$ cat config.mk
export PLATFORM = sky130hd
export DESIGN_NAME = lfsr_next
export DESIGN_NICKNAME = d
export VERILOG_FILES = /design/src/rtl/lfsr_pkg.sv /design/src/rtl/lfsr_next.sv
export SDC_FILE = /design/constraint.sdc
export NUM_CORES = 1
export LEC_CHECK = 0
export BUFFER_PORTS_ARGS = -buffer_cell sky130_fd_sc_hd__buf_2
export CORE_AREA = 2 2 39 41
export DETAILED_ROUTE_END_ITERATION = 6
export DIE_AREA = 0 0 41 43
export GPL_TIMING_DRIVEN = 0
export PLACE_DENSITY = 0.5
export SETUP_SLACK_MARGIN = 0.05
export SYNTH_ARGS = -nofsm -noshare
export SYNTH_HDL_FRONTEND = slang
export SYNTH_SLANG_ARGS = --single-unit
$ cat constraint.sdc
create_clock -name vclk -period 2.63
set_clock_uncertainty 0.05 [all_clocks]
set_input_delay 0.1315 -clock vclk [all_inputs]
set_output_delay 0.1315 -clock vclk [all_outputs]
set_load 0.01 [all_outputs]
$ cat src/rtl/lfsr_pkg.sv
// Shared definitions for the 16-bit Fibonacci LFSR checker: word width,
// feedback taps, checker state encoding and the successor function.
package lfsr_pkg;

  localparam int LFSR_W = 16;

  // Feedback taps 16,15,14,4 (1-based), i.e. bits 15,14,13,3.
  localparam logic [LFSR_W-1:0] LFSR_TAPS = 16'hE008;

  // Width needed to hold the popcount of one LFSR word (0..16).
  localparam int INC_W = $clog2(LFSR_W + 1);

  typedef enum logic [1:0] {
    ST_SEARCH  = 2'd0,
    ST_ACQUIRE = 2'd1,
    ST_LOCKED  = 2'd2
  } chk_state_t;

  // Next word of the sequence. The all-zero word is a lock-up state of an
  // XOR LFSR, so it is steered back into the sequence at 16'h0001.
  function automatic logic [LFSR_W-1:0] lfsr_succ(input logic [LFSR_W-1:0] cur);
    if (cur == '0) begin
      return LFSR_W'(1);
    end
    return {cur[LFSR_W-2:0], ^(cur & LFSR_TAPS)};
  endfunction

endpackage

$ cat src/rtl/lfsr_next.sv
// Combinational predictor: current reference word -> expected next word.
// Also usable as the next-state logic of a matching pattern generator.
module lfsr_next
  import lfsr_pkg::*;
(
  input  logic [LFSR_W-1:0] cur,
  output logic [LFSR_W-1:0] nxt
);

  assign nxt = lfsr_succ(cur);

endmodule

## Word level (Yosys, flattened, before mapping)

Index checks and enable logic that the tools add are counted.

| storage, ports and cells | value |
|---|---|
| flip-flop bits (word level) | 0 |
| bits of input ports | 16 |
| logic and storage cells | 5 |
| output and inout port bits | 16 |

| cells by class | value |
|---|---|
| reduce and logical (&&, ||, !) cells | 2 |
| multiplexer cells | 3 |

Operators by type and width:

| cell | count |
|---|---|
| 16-bit two-way mux | 2 |
| 16-bit zero test | 1 |
| 16-bit parity | 1 |
| 1-bit two-way mux | 1 |

## Longest topological paths before layout

Gate-level depths: netlist of the first run.

| logic depth | value |
|---|---|
| depth in word-level cells | 3 |
| mapped depth | 4 |
| mapped depth without buffers | 4 |

## Worst setup path after synthesis of the first run

OpenSTA, ideal clock, no wires.

| timing | value |
|---|---|
| path type | input -> output |
| from | input port cur[5] |
| to | output port nxt[0] |
| arrival | 1.213 ns |
| stages on the path | 2 |
| setup slack | 1.236 ns |
| data required time | 2.449 ns |
| path buffers | 0 |
| cell sequence | or4_1 -> o41ai_1 |

| between the ends | value |
|---|---|
| word-level cells in the longest chain between the ends | 3 |

RTL lines:

| what | RTL line | RTL |
|---|---|---|
| start, declared | lfsr_next.sv:6 | `input logic [LFSR_W-1:0] cur,` |
| 16-bit zero test | lfsr_pkg.sv:22 | `if (cur == '0) begin` |
| 1-bit two-way mux | lfsr_pkg.sv:22 |  |
| 16-bit two-way mux | lfsr_pkg.sv:25 | `return {cur[LFSR_W-2:0], ^(cur & LFSR_TAPS)};` |
| end, declared | lfsr_next.sv:7 | `output logic [LFSR_W-1:0] nxt` |

Every way passes these cells.

## Worst setup path after layout of the first run

| timing | value |
|---|---|
| from | input port cur[5] |
| to | output port nxt[15] |

Same word-level chain as after synthesis.

==> metrics.yaml, run 1 <==
power:
  p_leak_nw: 0.188
  irDropWorstVdd_mv: 0.0489
  p_per_area_mw_per_mm2: 169
  p_total_w: 0.0000569
grt:
  grt_overflow: 0
  grt_usage: 0.0480
  grt_pass1_wl_um: 634
  grt_max_degree: 4
  antenna_found_initial: 0
  grt_pass1_vias: 173
synth:
  syn_inst: 24
  synth_fp_nets: 41
  ys_types: 10
  synth_area_per_cell_um2: 6.52
  ys_seq_area_frac: 0
  syn_area_um2: 156
  yosys_warnings: 0
sta:
  worst_pin_slew_ns: 0.239
  grt_setup_unrepaired: "no"
  slew_viol_final: 0
  post-route-min-period_ns: 1.50
  clock.fmax_ghz: 0.666
  hold_viol: 0
  fin_crit_sh: 0.571
  tns_ns: 0
  relSlewSlack: 0.839
  setup_viol_count_final: 0
hold_path:
  min_path_type: "primary input to output port"
critical_path:
  path_cells: "buf_2 > or4_1 > o41a_1 > buf_2"
  crit_path_max_incr_delay_ns: 0.54
  worst_setup_path_end_kind: "output port"
  critical_path.most_common_cell: "buf_2"
  path_class: "primary input to output port"
  crit_arrival_ns: 1.32
  slowest_stage: "or4_1"
  startpoint_type: "primary input"
  crit_path_max_fanout: 2
  crit_required_ns: 2.45
clock_network:
  cts_setup_buffers: 0
  cts_resized: 0
  holdBufCountCts: 0
floorplanning:
  die_area_mm2: 0.00176
  start_util: 0.113
  core_mm2: 0.00138
  rows: 14
  die_h_um: 43
  die_w_um: 41
  num_io_pins: 32
drt:
  dr.pass1.iters: 1
  drtIter0Drc: 0
  drc: 0
  viasPerCell: 3.42
  wl_per_cell_um: 6.97
  vias: 246
  routed_wl_um: 502
  detail-route-antenna-nets: 0
finish:
  fin_util: 0.243
  mostFrequentLayoutCell: "buf_2"
  final_layout_size_suffix_gt1_frac: 0.607
  layoutNonFillerInstCount: 72
  final_nets: 75
  area_growth_pct: 115
  n_fill_cell: 157
  seq_area_um2: 0
  clock_buffers: 0
  diodes: 0
  layout_common_cells: "buf_2, clkbuf_1, inv_1, or4_1"
  seq_cell_count: 0
flow_run:
  cap_violations: 0
place:
  io_buffer_count: 32
  place.gp.congestion: 0.651
  dp.final_hpwl_um: 462
  place_inst: 72
run_status:
  status: "completed"
## through the flow
step,area (um2),setup WS (ns),hold slack [ns]
floorplan,156,1.24,0.315
global placement,337,1.12,0.481
detailed placement,337,1.12,0.481
CTS,337,1.12,0.484
global route,337,1.03,0.498
finish,337,1.13,0.482
## worst max-delay path: cells and delay by family
| family | cells | cell delay (ns) |
|---|---|---|
| and+or+nand+nor | 1 | 0.54 |
| AOI/OAI and AO/OA | 1 | 0.41 |
| buffers and inverters | 2 | 0.24 |
## layout make-up
cell class         count  area (um2)  share of cell area
well taps             16        20.0              0.0595
multi-input cells      8        90.1               0.268
inverters              2        7.51              0.0223
repair buffers        32         160               0.476
plain buffers         14        58.8               0.175
## cell usage after synthesis (all sizes together)
cell / instances / area, um2
o41a: 1 / 11.3
clkbuf: 13 / 48.8
xnor3: 1 / 22.5
or3b: 1 / 8.76
or4: 3 / 26.3
dlygate4sd3: 1 / 10.0
inv: 2 / 7.51
ha: 1 / 12.5
o41ai: 1 / 8.76
## routing by layer
layer,vias to the layer above,GRT usage,share of wire
met4,0,0,0
met5,-,0,0
met3,0,0.0105,0.11
met2,13,0.0875,0.50
li1,135,-,-
met1,98,0.0573,0.39
## final timing paths
| check | cells after the start | from | end |
|---|---|---|---|
| hold / removal | 3 | cur[12] | nxt[13] |
| setup / recovery | 4 | cur[5] | nxt[15] |
## power breakdown
group | internal, W | switching, W | total (W)
Combinational | 0.0000324 | 0.0000245 | 0.0000569
Clock | 0 | 0 | 0
Sequential | 0 | 0 | 0
## cell families (layout without fill, tap and decap cells)
kind of cell / after synthesis / count (layout) / synth area share
XOR/XNOR: 1 / 1 / 0.144
adder cells (fa/ha/maj): 1 / 1 / 0.0800
buffers and inverters: 16 / 48 / 0.424
AO/OA/AOI/OAI: 2 / 2 / 0.128
AND/OR/NAND/NOR: 4 / 4 / 0.224
No activity file was read; power rests on OpenSTA's default activity.
==> run 2, diff against run 1 <==
==> constraint.sdc (replaced) <==
create_clock -name vclk -period 1.5
set_clock_uncertainty 0.05 [all_clocks]
set_input_delay 0.075 -clock vclk [all_inputs]
set_output_delay 0.075 -clock vclk [all_outputs]
set_load 0.01 [all_outputs]
==> metrics.yaml, run 2 (synthesized netlist as in run 1, its figures left out) <==
run_status:
  status: "completed"
sta:
  setup_viol_count_final: 0  # unchanged
  grt_setup_unrepaired: "yes"
  hold_viol: 0  # unchanged
  tns_ns: 0  # unchanged
  post-route-min-period_ns: 1.42
  clock.fmax_ghz: 0.703
  slew_viol_final: 0  # unchanged
  relSlewSlack: 0.853  # +0.0146
  worst_pin_slew_ns: 0.218  # -0.0211 ns
  fin_crit_sh: 0.948
floorplanning:
  die_h_um: 43  # unchanged
  die_area_mm2: 0.00176  # unchanged
  start_util: 0.113  # unchanged
  rows: 14  # unchanged
  core_mm2: 0.00138  # unchanged
  num_io_pins: 32  # unchanged
  die_w_um: 41  # unchanged
drt:
  dr_wl_met2_um: 273  # +9.2%
  detail-route-antenna-nets: 0  # unchanged
  wl_per_cell_um: 7.38  # +5.8%
  drtIter0Drc: 0  # unchanged
  topRoutingLayerUsed: "met3"
  drc: 0  # unchanged
  wl_met3_um: 56  # unchanged
  wl_met1_um: 201  # +2.6%
  dr.pass1.iters: 1  # unchanged
  routed_wl_um: 531  # +5.8%
  viasPerCell: 3.50  # +2.4%
  vias: 252  # +2.4%
place:
  io_buffer_count: 32  # unchanged
  dp.final_hpwl_um: 462  # unchanged
  placed_area_um2: 337  # unchanged
  place.gp.congestion: 0.651  # unchanged
critical_path:
  crit_arrival_ns: 1.30  # -0.02 ns
  crit_required_ns: 1.37  # -1.08 ns
  path_class: "primary input to output port"
  startpoint_type: "primary input"
  worst_setup_path_end_kind: "output port"
  crit_path_max_fanout: 2  # unchanged
finish:
  clock_buffers: 0  # unchanged
  mostFrequentLayoutCell: "buf_2"
  seq_area_um2: 0  # unchanged
  diodes: 0  # unchanged
  layout_common_cells: "buf_2, clkbuf_1, inv_1, or4_1"
  fin_area_um2: 344  # +2.2%
  seq_cell_count: 0  # unchanged
  area_growth_pct: 120
  final_layout_size_suffix_gt1_frac: 0.625  # +0.0179
  multi_input_area_um2: 97.6  # +8.3%
  final_nets: 75  # unchanged
  n_fill_cell: 157  # unchanged
grt:
  grt_max_degree: 4  # unchanged
  antenna_found_initial: 0  # unchanged
  grt_pass1_wl_um: 634  # unchanged
  grt_overflow: 0  # unchanged
  grt_pass1_vias: 173  # unchanged
  grt_usage: 0.0480  # unchanged
flow_run:
  cap_violations: 0  # unchanged
power:
  p_leak_nw: 0.191  # +1.6%
  p_per_area_mw_per_mm2: 304  # +79%
  irDropWorstVdd_mv: 0.0792  # +62%
hold_path:
  min_path_type: "primary input to output port"
clock_network:
  holdBufCountCts: 0  # unchanged
[run 2: cell counts in the layout (fill, tap and decap cells not counted)]
Identical to the previous run, type by type.
[run 2: cell type report]
cell class / count / area share
inverters: 2 / 0.0218
multi-input cells: 8 / 0.284
well taps: 16 / 0.0582
repair buffers: 32 / 0.465
plain buffers: 14 / 0.171
[run 2: metrics by stage]
| step | power, W | setup slack (ns) | hold WS (ns) | instances | util |
|---|---|---|---|---|---|
| final | 0.000104 | 0.0784 | 0.369 | 72 | 0.249 |
| after CTS | 0.000101 | 0.102 | 0.371 | 72 | 0.243 |
| after detailed placement | 0.000100 | 0.105 | 0.368 | 72 | 0.243 |
| after global routing | 0.000114 | 0.0337 | 0.385 | 72 | 0.249 |
| after floorplan | 0.0000501 | 0.219 | 0.202 | 24 | - |
| after global placement | 0.0000996 | 0.105 | 0.368 | 72 | 0.243 |
[run 2: metal layers]
| layer | vias to the layer above | global-route usage |
|---|---|---|
| li1 | 135 | - |
| met1 | 104 | 0.0573 |
| met2 | 13 | 0.0875 |
| met3 | 0 | 0.0105 |
| met4 | 0 | 0 |
| met5 | - | 0 |
[run 2: power by group]
part           switching, W  leakage [nW]  internal, W
combinational     0.0000450         0.191    0.0000594
sequential                0             0            0
clock                     0             0            0
[run 2: critical path: stages]
cell and delay, ns:
buf_2 0.10, or4_1 0.57, o41a_1 0.41, buf_2 0.14
[run 2: final timing paths]
kind | startpoint | endpoint | slack (ns) | cells after the start
worst max-delay path | cur[5] | nxt[15] | 0.08 | 4
worst min-delay path | cur[12] | nxt[13] | 0.37 | 3
[run 2: what timing repair did]
| action | CTS | global route |
|---|---|---|
| setup buffers | 0 | 0 |
| gates resized for setup | 0 | 1 |
| setup endpoints to repair | 0 | 1 |
==> run 3, diff against run 2 <==
--- a/config.mk
+++ b/config.mk
@@ -10,7 +10,7 @@
 export DETAILED_ROUTE_END_ITERATION = 6
 export DIE_AREA = 0 0 41 43
 export GPL_TIMING_DRIVEN = 0
-export PLACE_DENSITY = 0.5
+export PLACE_DENSITY = 0.51
 export SETUP_SLACK_MARGIN = 0.05
 export SYNTH_ARGS = -nofsm -noshare
 export SYNTH_HDL_FRONTEND = slang
==> constraint.sdc (replaced) <==
create_clock -name vclk -period 1.3
set_clock_uncertainty 0.05 [all_clocks]
set_input_delay 0.065 -clock vclk [all_inputs]
set_output_delay 0.065 -clock vclk [all_outputs]
set_load 0.01 [all_outputs]
==> metrics.yaml, run 3 (synthesized netlist as in run 1, its figures left out) <==
sta:
  slew_viol_final: 0  # unchanged
  clock.fmax_ghz: 0.738
  setup_viol_count_final: 2  # +2
  grt_setup_unrepaired: "yes"
  hold_viol: 0  # unchanged
  setup_slack_ns: -0.0553  # -0.134 ns
  worst_pin_slew_ns: 0.225  # +0.00790 ns
  tns_ns: -0.0792  # -0.0792 ns
  relSlewSlack: 0.848  # -0.00532
  post-route-min-period_ns: 1.36
  fin_crit_sh: 1.04
critical_path:
  crit_path_max_fanout: 2  # unchanged
  crit_required_ns: 1.19  # -0.18 ns
  crit_arrival_ns: 1.24  # -0.06 ns
  startpoint_type: "primary input"
  path_class: "primary input to output port"
  worst_setup_path_end_kind: "output port"
finish:
  clock_buffers: 0  # unchanged
  seq_cell_count: 0  # unchanged
  fin_area_um2: 404  # +17%
  diodes: 0  # unchanged
  seq_area_um2: 0  # unchanged
  final_layout_size_suffix_gt1_frac: 0.719  # +0.0943
  n_fill_cell: 156  # -0.64%
  final_nets: 76  # +1.3%
  layout_common_cells: "buf_2, clkbuf_1, buf_6"
  area_growth_pct: 158
  fin_util: 0.292  # +0.0434
  mostFrequentLayoutCell: "buf_2"
drt:
  drtIter0Drc: 1  # +1
  detail-route-antenna-nets: 0  # unchanged
  vias: 284  # +13%
  drc: 0  # unchanged
  viasPerCell: 3.89  # +11%
  routed_wl_um: 559  # +5.3%
  wl_per_cell_um: 7.66  # +3.8%
  dr.pass1.iters: 2  # +1
grt:
  antenna_found_initial: 0  # unchanged
  grt_max_degree: 4  # unchanged
  grt_pass1_wl_um: 731  # +15%
  grt_overflow: 0  # unchanged
  grt_usage: 0.0560  # +0.00795
  grt_pass1_vias: 191  # +10%
hold_path:
  hold_depth: 3  # unchanged
  min_path_type: "primary input to output port"
  worstHoldStart: "cur[8]"
  min_to: "nxt[9]"
place:
  io_buffer_count: 32  # unchanged
  place.gp.congestion: 0.570  # -12%
  placed_area_um2: 344  # +2.2%
  dp.final_hpwl_um: 489  # +6.0%
  dp_slack_ns: -0.119  # -0.224 ns
floorplanning:
  rows: 14  # unchanged
  die_h_um: 43  # unchanged
  start_util: 0.113  # unchanged
  core_mm2: 0.00138  # unchanged
  num_io_pins: 32  # unchanged
  die_w_um: 41  # unchanged
  die_area_mm2: 0.00176  # unchanged
run_status:
  failed_checks: "setup timing"
  status: "finished, violations left"
power:
  p_leak_nw: 0.206  # +8.1%
  irDropWorstVdd_mv: 0.0730  # -7.9%
  p_per_area_mw_per_mm2: 342  # +13%
flow_run:
  cap_violations: 0  # unchanged
## run 3: cell count changes in the layout (fill, tap and decap cells not counted)
cell	delta
buf_2	-4
buf_6	+4
ha_4	+1
ha_1	-1
or3b_2	-1
inv_4	+2
or3b_4	+1
or4_4	+2
or4_1	-2
inv_1	-2
buf_4	+1
## run 3: layer usage
layer,wire length [um],part of all wire,GRT usage,vias up
met5,0,0,0,-
met4,0,0,0,0
met3,90,0.16,0.00524,0
met2,291,0.52,0.122,19
met1,177,0.32,0.0508,128
li1,-,-,-,137
## run 3: report_power, final
part | internal, W | switching (W) | leakage, nW
clock network | 0 | 0 | 0
registers | 0 | 0 | 0
logic | 0.0000822 | 0.0000562 | 0.206
## run 3: worst max path at each step
| stage | from | end | slack [ns] | cells past startpoint |
|---|---|---|---|---|
| 6_report | cur[15] | nxt[15] | -0.06 | 6 |
| 5_1_grt | cur[15] | nxt[15] | -0.09 | 6 |
| 4_1_cts | cur[2] | nxt[15] | -0.06 | 4 |
| 3_5_place_dp | cur[5] | nxt[15] | -0.12 | 4 |
| 3_3_place_gp | cur[5] | nxt[15] | -0.11 | 4 |
| 2_1_floorplan | cur[5] | nxt[15] | 0.11 | 2 |
## run 3: worst max-delay path: stages
cell and delay [ns]:
buf_6 0.10, inv_4 0.05, ha_4 0.11, or3b_4 0.37, o41a_1 0.41, buf_2 0.14
## run 3: what timing repair did
item                                    in CTS  in global routing
setup buffers                                1                  0
pin swaps                                    4                  0
gates resized for setup                     13                  0
endpoints found under the setup margin       2                  2
hold buffers                                 0                  0
## run 3: area by class of cell
type	instances	area, um2	share of cell area
plain buffers	14	58.8	0.146
repair buffers	33	193	0.477
inverters	2	12.5	0.0310
multi-input cells	8	120	0.297
well taps	16	20.0	0.0495
## run 3: through the flow
stage | instances | hold WS, ns | power (W)
floorplan | 24 | 0.182 | 0.0000624
global placement | 72 | 0.348 | 0.000120
detailed placement | 72 | 0.350 | 0.000121
CTS | 73 | 0.333 | 0.000140
global route | 73 | 0.364 | 0.000151
finish | 73 | 0.331 | 0.000138
